### src/rtl/counter_selector_sequencer.sv
// Command-side driver that walks each counter channel through an up/down/complement/gap schedule
// and reports the selected counter value captured at the end of every phase.
module counter_selector_sequencer #(
   parameter int WIDTH       = 8,
   parameter int NUM_SEL     = 4,
   parameter int UP_CYCLES   = 3,
   parameter int DOWN_CYCLES = 1,
   parameter int COMP_CYCLES = 1,
   parameter int GAP_CYCLES  = 1
) (
   input  logic             clk,
   input  logic             rst,
   input  logic             start,
   input  logic             abort,
   output logic [1:0]       sel,
   output logic             up_down,
   output logic             comp,
   input  logic [WIDTH-1:0] yout_in,
   output logic             busy,
   output logic             done,
   output logic             sample_valid,
   output logic [1:0]       sample_sel,
   output logic [1:0]       sample_phase,
   output logic [WIDTH-1:0] sample_data
);

   localparam int M1    = (UP_CYCLES > DOWN_CYCLES) ? UP_CYCLES : DOWN_CYCLES;
   localparam int M2    = (COMP_CYCLES > GAP_CYCLES) ? COMP_CYCLES : GAP_CYCLES;
   localparam int MAX_C = (M1 > M2) ? M1 : M2;
   localparam int CW    = (MAX_C > 1) ? $clog2(MAX_C) : 1;

   localparam logic [CW-1:0] UP_LD   = CW'(UP_CYCLES - 1);
   localparam logic [CW-1:0] DOWN_LD = CW'(DOWN_CYCLES - 1);
   localparam logic [CW-1:0] COMP_LD = CW'(COMP_CYCLES - 1);
   localparam logic [CW-1:0] GAP_LD  = CW'(GAP_CYCLES - 1);
   localparam logic [1:0]    LAST_SEL = 2'(NUM_SEL - 1);

   typedef enum logic [2:0] {S_IDLE, S_UP, S_DOWN, S_COMP, S_GAP, S_DONE} state_t;

   state_t        r_state;
   logic [CW-1:0] r_cnt;
   logic          w_active;
   logic          w_end;
   logic [1:0]    w_phase;

   // Phase counter is loaded with length-1 on entry, so zero marks the final cycle.
   assign w_end = (r_cnt == '0);

   always_comb begin
      w_active = 1'b1;
      w_phase  = 2'd0;
      case (r_state)
         S_UP:    w_phase = 2'd0;
         S_DOWN:  w_phase = 2'd1;
         S_COMP:  w_phase = 2'd2;
         S_GAP:   w_phase = 2'd3;
         default: w_active = 1'b0;
      endcase
   end

   always_ff @(posedge clk) begin
      if (rst || abort) begin
         r_state      <= S_IDLE;
         r_cnt        <= '0;
         sel          <= '0;
         up_down      <= 1'b0;
         comp         <= 1'b0;
         busy         <= 1'b0;
         done         <= 1'b0;
         sample_valid <= 1'b0;
         sample_sel   <= '0;
         sample_phase <= '0;
         sample_data  <= '0;
      end else begin
         done         <= 1'b0;
         sample_valid <= 1'b0;
         if (w_active && w_end) begin
            sample_valid <= 1'b1;
            sample_sel   <= sel;
            sample_phase <= w_phase;
            sample_data  <= yout_in;
         end
         if (w_active && !w_end)
            r_cnt <= r_cnt - CW'(1);
         case (r_state)
            S_IDLE: begin
               if (start) begin
                  r_state <= S_UP;
                  r_cnt   <= UP_LD;
                  busy    <= 1'b1;
                  sel     <= '0;
                  up_down <= 1'b0;
                  comp    <= 1'b0;
               end
            end
            S_UP: begin
               if (w_end) begin
                  r_state <= S_DOWN;
                  r_cnt   <= DOWN_LD;
                  up_down <= 1'b1;
               end
            end
            S_DOWN: begin
               if (w_end) begin
                  r_state <= S_COMP;
                  r_cnt   <= COMP_LD;
                  comp    <= 1'b1;
               end
            end
            S_COMP: begin
               if (w_end) begin
                  r_state <= S_GAP;
                  r_cnt   <= GAP_LD;
                  comp    <= 1'b0;
               end
            end
            S_GAP: begin
               if (w_end) begin
                  up_down <= 1'b0;
                  if (sel == LAST_SEL) begin
                     r_state <= S_DONE;
                     done    <= 1'b1;
                     busy    <= 1'b0;
                     sel     <= '0;
                  end else begin
                     r_state <= S_UP;
                     r_cnt   <= UP_LD;
                     sel     <= sel + 2'd1;
                  end
               end
            end
            S_DONE:  r_state <= S_IDLE;
            default: r_state <= S_IDLE;
         endcase
      end
   end

endmodule
### config.mk
export PLATFORM = sky130hd
export DESIGN_NAME = counter_selector_sequencer
export DESIGN_NICKNAME = d
export VERILOG_FILES = /design/src/rtl/counter_selector_sequencer.sv
export SDC_FILE = /design/constraint.sdc
export NUM_CORES = 1
export LEC_CHECK = 0
export CAP_MARGIN = 20
export CORE_MARGIN = 2
export CORE_UTILIZATION = 45
export DETAILED_ROUTE_END_ITERATION = 6
export HOLD_SLACK_MARGIN = 0.02
export PLACE_DENSITY = 0.76
export SLEW_MARGIN = 20
export SYNTH_ARGS = -nofsm -noshare
export SYNTH_HDL_FRONTEND = slang
export SYNTH_SLANG_ARGS = --single-unit
### constraint.sdc
create_clock -name clk -period 1.59 [get_ports clk]
set_clock_uncertainty 0.05 [all_clocks]
set_input_delay 0.318 -clock clk [delete_from_list [all_inputs] [get_ports clk]]
set_output_delay 0.318 -clock clk [all_outputs]
set_load 0.05 [all_outputs]
Word level (Yosys, flattened, before mapping)
Cells that the tools add are included.
Widths: inputs -> output; s select.
{"block": "word_totals", "n_memories": 0, "latch_bits": 0, "rom_bits": 0, "mem_bits_rw": 0, "reg_bits": 24}
{"block": "classes", "shift": 0, "eq_ne": 11, "addsub": 2, "magnitude_cmp": 0, "n_reduce_logical": 17, "bitwise": 2, "mul": 0, "n_div": 0, "mux": 30}
{"cell": "$mux 3", "n": 6}
{"cell": "$mux 2", "n": 8}
{"cell": "$pmux 3 s5", "n": 1}
{"cell": "$ne 2x2->1 const B", "n": 6}
{"cell": "$pmux 2 s3", "n": 2}
{"cell": "$reduce_and 4->1", "n": 3}
{"cell": "$mux 1", "n": 9}
{"cell": "$eq 3x2->1 const B", "n": 2}
{"cell": "$pmux 1 s3", "n": 2}
{"cell": "$reduce_bool 3->1", "n": 2}
{"cell": "$reduce_or 3->1", "n": 2}
{"cell": "$reduce_and 5->1", "n": 1}
{"cell": "$pmux 2 s2", "n": 1}
{"cell": "$reduce_or 4->1", "n": 1}
{"cell": "$eq 3x1->1 const B", "n": 1}
{"cell": "$eq 3x3->1 const B", "n": 1}
{"cell": "$logic_not 3->1", "n": 1}
{"cell": "$reduce_and 3->1", "n": 1}
{"cell": "$add 2x1->2 const B", "n": 1}
{"cell": "$eq 2x2->1 const B", "n": 1}
{"cell": "$logic_and 1x1->1", "n": 2}
{"cell": "$logic_not 2->1", "n": 1}
{"cell": "$not 1->1", "n": 2}
{"cell": "$pmux 1 s2", "n": 1}
{"cell": "4 further kinds", "n": 4}

Depth between registers and ports, before layout
Gate-level depths: netlist of the first run.
{"block": "depth", "depth_word": 8, "ltp_mapped": 7, "mapped_depth_nobuf": 6}

Worst setup path before layout of the first run
Ideal clock, no wire load.
{"block": "synth_timing", "path_type": "register to register", "start": "register sel[0]", "end": "register busy", "required_time_ns": 1.411, "slack_ns": 0.113, "setup_ns": 0.129, "arrival_time_ns": 1.298, "path_stages_with_launch": 6, "path_cell_list": "dfxtp_1 ha_1 nand2_1 o21ai_0 o21a_1 nor2_1"}
{"block": "synth_between", "elab_chain_len": 3}
{"element": "start: declaration", "line_no": "15", "text": "output logic [1:0] sel,"}
{"element": "start signal: assignment", "line_no": "128", "text": "sel <= sel + 2'd1;"}
{"element": "$eq 2x2->1", "line_no": "120", "text": "if (sel == LAST_SEL) begin"}
{"element": "$ne 2x2->1 (no line)"}
{"element": "$reduce_and 4->1 (no line)"}
{"element": "end signal: assignment", "line_no": "68", "text": "busy <= 1'b0;"}
{"element": "end signal: assignment", "line_no": "90", "text": "busy <= 1'b1;"}
{"element": "end signal: assignment", "line_no": "123", "text": "busy <= 1'b0;"}
{"element": "end: declaration", "line_no": "19", "text": "output logic busy,"}
Every way passes these cells.
A chain may end at the register's enable or synchronous reset.

Final worst setup path of the first run
{"block": "layout_timing", "start": "register r_state[0]", "end": "register r_cnt[1]"}
{"block": "layout_between", "elab_chain_len": 8, "word_cells_on_any_way": 15, "cone_classes": "eq/ne: 4; mux: 7; reduce/logical: 4"}
{"element": "start: declaration", "line_no": "40", "text": "state_t r_state;"}
{"element": "start signal: assignment", "line_no": "63", "text": "r_state <= S_IDLE;"}
{"element": "start signal: assignment", "line_no": "88", "text": "r_state <= S_UP;"}
{"element": "start signal: assignment", "line_no": "98", "text": "r_state <= S_DOWN;"}
{"element": "$eq 3x3->1, or another cell as far along", "line_no": "52, 85"}
{"element": "$reduce_or 4->1 (no line)"}
{"element": "$mux 1", "line_no": "52", "text": "case (r_state)"}
{"element": "$logic_and 1x1->1", "line_no": "83", "text": "if (w_active && !w_end)"}
{"element": "$mux 2", "line_no": "83"}
{"element": "$mux 2", "line_no": "120"}
{"element": "$mux 2", "line_no": "118", "text": "if (w_end) begin"}
{"element": "$pmux 2 s3 *", "line_no": "85", "text": "case (r_state)"}
{"element": "end signal: assignment", "line_no": "84", "text": "r_cnt <= r_cnt - CW'(1);"}
{"element": "end: declaration", "line_no": "41", "text": "logic [CW-1:0] r_cnt;"}
Mark *: on every way between the ends. The rest lies on a longest branch, timed or not.

==> impl_metrics.toml, run 1 <==
[layout]
final_net_count = 181
fillers = 160
layout_commonest_cell = "dfxtp_1"
syn_to_final_growth_pct = 53.6
final_area_um2 = 1650
layout_common_cells = "dfxtp_1, buf_12, nand2_1"
instances_no_fill = 193
n_antenna_cell = 0
drive_gt1_share_pct = 24.2

[global_routing]
antenna_found_initial = 0
grt_usage_pct = 20.4
grt_pass1_wl_mm = 4.15
grt_overflow = 0
grt_max_degree = 24
grt_pass1_vias = 1018

[timing]
finalSetupViolCount = 0
hold_viol_final = 0
slew_viol_final = 0
min_period_ns = 1.52
worstMarginPinSlew_ns = 0.230
post-route-period-util_pct = 95.4
slew_headroom_pct = 84.2
fmax_mhz = 659

[power]
pwr-share-comb_pct = 19.3
switching_share_pct = 25.5
p_switching_w = 0.000275
pwr-share-clk_pct = 22.9
ir_drop_uv = 500
cellPowerDensity_nw_per_um2 = 652
leakage_nw = 0.619
p_seq_share_pct = 57.8
p_int_w = 0.000803
total_power_w = 0.00108

[routing]
ant_nets = 0
wire_per_inst_um = 13.1
drtIter0Drc = 25
routed_wl_mm = 2.53
vias_per_cell = 5.32
drcViolationCount = 0
dr.pass1.iters = 4
vias = 1027

[synth]
synth_area_per_cell_um2 = 8.15
synth_cell_types = 31
syn_nets = 146
ys.flop_type = "dfxtp_1"
yosysWarnings = 0
ys_seq_area_share_pct = 44.7
syn_area_um2 = 1080
synthArstFlopShare_pct = 0
synthCells = 132
synth-edff-count = 0
ys_ff_latch = 24

[setup_path]
critPathKind = "register to register"
arrival_ns = 1.69
path_cells = "or3_4 -> nand3b_1 -> mux2_4 -> a221oi_2"
startpoint_type = "register"
cpPeakStageDelay_ns = 0.39
slowest_stage = "or3_4"
critical_path_buf_inv_count = 0
critPathTopFamily = "simple AND/OR/NAND/NOR gates"
critPathCaptureType = "register"
critPathMaxFanout = 2
required_ns = 1.76

[floorplanning]
dieWidth_um = 52.9
design.core.area_um2 = 2230
rows = 17
die_y_um = 52.9
start_util_pct = 48.2
ioPinCount = 31
dieArea_um2 = 2800

[placement]
hpwl_mm = 1.86
place.port_buffers = 30
gp_congestion = 0.866
post-place-cells = 190
post_dp_cell_area_um2 = 1610

[cts]
cts_tree = "built"
cts.clk_slew.worst_paths_ns = 0.11
cts_sinks = 24
htree_num_levels = 1
numCtsBuffers = 3
cts_root_buf = "clkbuf_4"
postCtsHoldBufs = 0
cts_buffer_depth = 2
cts_setup_buffers = 0
clk_latency_ns = 0.30

[job]
drv_cap = 0

[run_status]
status = "finished clean"

[hold_path]
hp-class = "register to register"
==> per-stage QoR <==
step	TNS [ns]	hold slack, ns	setup WS [ns]	utilization [%]
after CTS	0	0.446	0.0314	73.2
after global routing	-0.0283	0.478	-0.0283	74.0
after floorplan	0	0.401	0.113	-
final	0	0.440	0.0733	74.0
after global placement	0	0.421	0.0329	72.2
after detailed placement	-0.0617	0.455	-0.0493	72.2
==> power groups by stage <==
| stage | Clock, W | Combinational [W] | Sequential [W] |
|---|---|---|---|
| 3_5_place_dp | 0 | 0.000202 | 0.000636 |
| 3_3_place_gp | 0 | 0.000199 | 0.000636 |
| 2_1_floorplan | 0 | 0.0000871 | 0.000659 |
| 5_1_grt | 0.000292 | 0.000225 | 0.000625 |
| 6_report | 0.000247 | 0.000208 | 0.000623 |
| 4_1_cts | 0.000260 | 0.000203 | 0.000623 |
==> registers in the layout, indices dropped and copies added (netlist names), 2 cells and up <==
name / flops
r_state: 3
r_cnt: 2
sample_sel: 2
sample_data: 8
sample_phase: 2
sel: 2
==> routing by layer <==
layer	track usage, %	share of wire (%)
met5	0	0
met4	8.97	1.1
met3	3.67	6.4
met2	36.9	51
met1	23.2	41
==> cell type report <==
class                   instances  area, um^2  area share (%)
multi-input cells              95         549            33.2
well taps                      28        35.0            2.12
clock buffers                   3        22.5            1.36
flip-flops and latches         24         482            29.1
repair buffers                 40         553            33.5
inverters                       3        11.3           0.681
==> worst register-to-register path: cells and delay by family, from the launching register on <==
family | cells | cell delay [ns]
simple gates | 2 | 0.53
mux | 1 | 0.32
flops | 1 | 0.33
compound gates | 1 | 0.22
==> worst paths after layout <==
path,start,to,slack (ns),depth (start not counted)
hold reg to reg,r_cnt[0],r_cnt[0],0.44,1
hold / removal,r_cnt[0],r_cnt[0],0.44,1
setup / recovery,r_state[0],r_cnt[1],0.07,4
setup reg to reg,r_state[0],r_cnt[1],0.07,4
==> Yosys cell counts (all sizes together), types with 3 or more instances <==
library cell   n  area share (%)
dfxtp         24              45
o21ai         17             8.3
nand2         16             5.6
nand3         15             7.0
nor2          12             4.4
a21oi          9             4.2
buf            7             3.8
clkbuf         3             1.0
inv            3             1.0
==> timing repair <==
action | CTS | global route
gates cloned | 0 | 0
pin swaps | 0 | 1
setup endpoints to repair | 1 | 2
resized for setup | 1 | 3
==> cells by family after synthesis <==
kind of cell	Yosys count	share of synthesized area [%]
flops	24	44.7
mux	3	3.26
compound gates	33	18.3
xor+xnor	2	1.63
buf+inv	13	5.93
simple gates	55	24.0
fa+ha+maj	2	2.33
No activity file was read; power rests on OpenSTA's default activity.
==> run 2: changes to the inputs <==
--- a/config.mk
+++ b/config.mk
@@ -8,9 +8,10 @@
 export CAP_MARGIN = 20
 export CORE_MARGIN = 2
 export CORE_UTILIZATION = 45
+export CTS_BUF_LIST = sky130_fd_sc_hd__clkbuf_4
 export DETAILED_ROUTE_END_ITERATION = 6
 export HOLD_SLACK_MARGIN = 0.02
-export PLACE_DENSITY = 0.76
+export PLACE_DENSITY_LB_ADDON = 0.1
 export SLEW_MARGIN = 20
 export SYNTH_ARGS = -nofsm -noshare
 export SYNTH_HDL_FRONTEND = slang
==> impl_metrics.toml, run 2 (synthesis results as in run 1) <==
[floorplanning]
dieWidth_um = 52.9
die_y_um = 52.9
rows = 17
ioPinCount = 31
start_util_pct = 48.2
design.core.area_um2 = 2230
dieArea_um2 = 2800

[timing]
slew_headroom_pct = 75.7
setup_tns_ns = 0
rsz0062_at_grt = "false"
post-route-period-util_pct = 95.0
hold_ws_ns = 0.423
worstMarginPinSlew_ns = 0.354
fmax_mhz = 662
finalSetupViolCount = 0
slew_viol_final = 0
hold_viol_final = 0
min_period_ns = 1.51

[hold_path]
min_from = "r_cnt[0]"
hold-path-endpoint = "r_cnt[0]"
min_path_cells = 1
hp-class = "register to register"

[cts]
cts_tree = "built"
cts_sinks = 24
clk_latency_ns = 0.31
cts_buffer_depth = 2
cts.clk_slew.worst_paths_ns = 0.12
htree_num_levels = 1
numCtsBuffers = 3
postCtsHoldBufs = 0
cts_root_buf = "clkbuf_4"

[layout]
largest_reg_flops = 8
multi_input_area_um2 = 534
seqCellArea_um2 = 483
fillers = 180
syn_to_final_growth_pct = 52.8
final_net_count = 185
top_register = "sample_data"
top_regs = "sample_data x8, r_state x3"
n_antenna_cell = 0
layout_commonest_cell = "dfxtp_1"
drive_gt1_share_pct = 26.0
layout_common_cells = "dfxtp_1, buf_4, nand2_1, buf_12"
final_area_um2 = 1640

[routing]
dr.pass1.iters = 4
drcViolationCount = 0
wire_per_inst_um = 13.1
routed_wl_mm = 2.57
drtIter0Drc = 29
ant_nets = 0
vias_per_cell = 5.50
vias = 1083

[placement]
hpwl_mm = 1.97
place.port_buffers = 30
gp_congestion = 0.834
post_dp_cell_area_um2 = 1610

[setup_path]
startpoint_type = "register"
arrival_ns = 1.70
rr_startpoint = "r_state[0]"
r2r-end = "r_cnt[1]"
required_ns = 1.78
critPathMaxFanout = 2
reg2reg_slack_ns = 0.08
r2r_cells = 4
critPathCaptureType = "register"
critPathKind = "register to register"

[job]
drv_cap = 0

[power]
cellPowerDensity_nw_per_um2 = 656
leakage_nw = 0.631
ir_drop_uv = 751

[global_routing]
grt_usage_pct = 21.2
grt_overflow = 0
grt_pass1_vias = 1026
antenna_found_initial = 0
grt_pass1_wl_mm = 4.35
grt_max_degree = 22

[run_status]
status = "finished clean"
==> run 2: cell count changes in the layout (fill, tap and decap cells not counted) <==
cell,delta
dfxtp_1,-1
or3_1,+1
dfxtp_2,+1
buf_12,-2
or3_4,-1
buf_4,+6
ha_4,-1
ha_2,+1
==> run 2: worst max path at each step <==
stage                     startpoint  endpoint  slack (ns)  cells past startpoint
final                     r_state[0]  r_cnt[1]        0.08                      4
after global routing      r_state[0]  r_cnt[1]       0.009                      4
after CTS                   r_cnt[0]  r_cnt[1]       0.004                      5
after detailed placement       abort    sel[1]       0.001                      4
after global placement      r_cnt[0]  r_cnt[1]        0.06                      5
after floorplan               sel[0]      busy        0.11                      5
==> run 2: worst max-delay path, stage by stage, from the launching register on <==
cell and delay [ns]:
dfxtp_2 0.34, or3_1 0.39, nand3b_1 0.14, mux2_4 0.32, a221oi_2 0.20
==> run 2: repair_timing <==
item,4_1_cts,5_1_grt
gates resized for setup,0,3
setup buffers,0,1
setup endpoints to repair,0,6
==> run 2: stage by stage <==
stage          cells  util (%)  power (W)  setup WS, ns
5_1_grt          197      73.6    0.00114       0.00896
3_3_place_gp     193      72.0   0.000833        0.0589
6_report         197      73.6    0.00108        0.0799
2_1_floorplan    132         -   0.000747         0.113
4_1_cts          196      73.1    0.00109       0.00445
3_5_place_dp     193      72.0   0.000840       0.00136
==> run 2: area by class of cell <==
class                   count  share of cell area (%)
repair buffers             44                    33.9
well taps                  28                    2.13
clock buffers               3                    1.37
multi-input cells          95                    32.5
inverters                   3                   0.685
flip-flops and latches     24                    29.4
==> run 2: layer usage <==
layer / routed length [um] / vias to the layer above / GRT usage (%) / part of all wire (%)
met2: 1280 / 42 / 34.0 / 50
met3: 198 / 2 / 7.06 / 7.7
li1: - / 533 / - / -
met1: 1080 / 506 / 27.2 / 42
met4: 17 / 0 / 5.56 / 0.66
met5: 0 / - / 0 / 0
==> run 2: where the power goes <==
group          internal (W)  leakage, nW  switching (W)  total, W
clock             0.0000885       0.0138       0.000162  0.000251
sequential         0.000613        0.195     0.00000922  0.000622
combinational     0.0000977        0.422       0.000108  0.000206
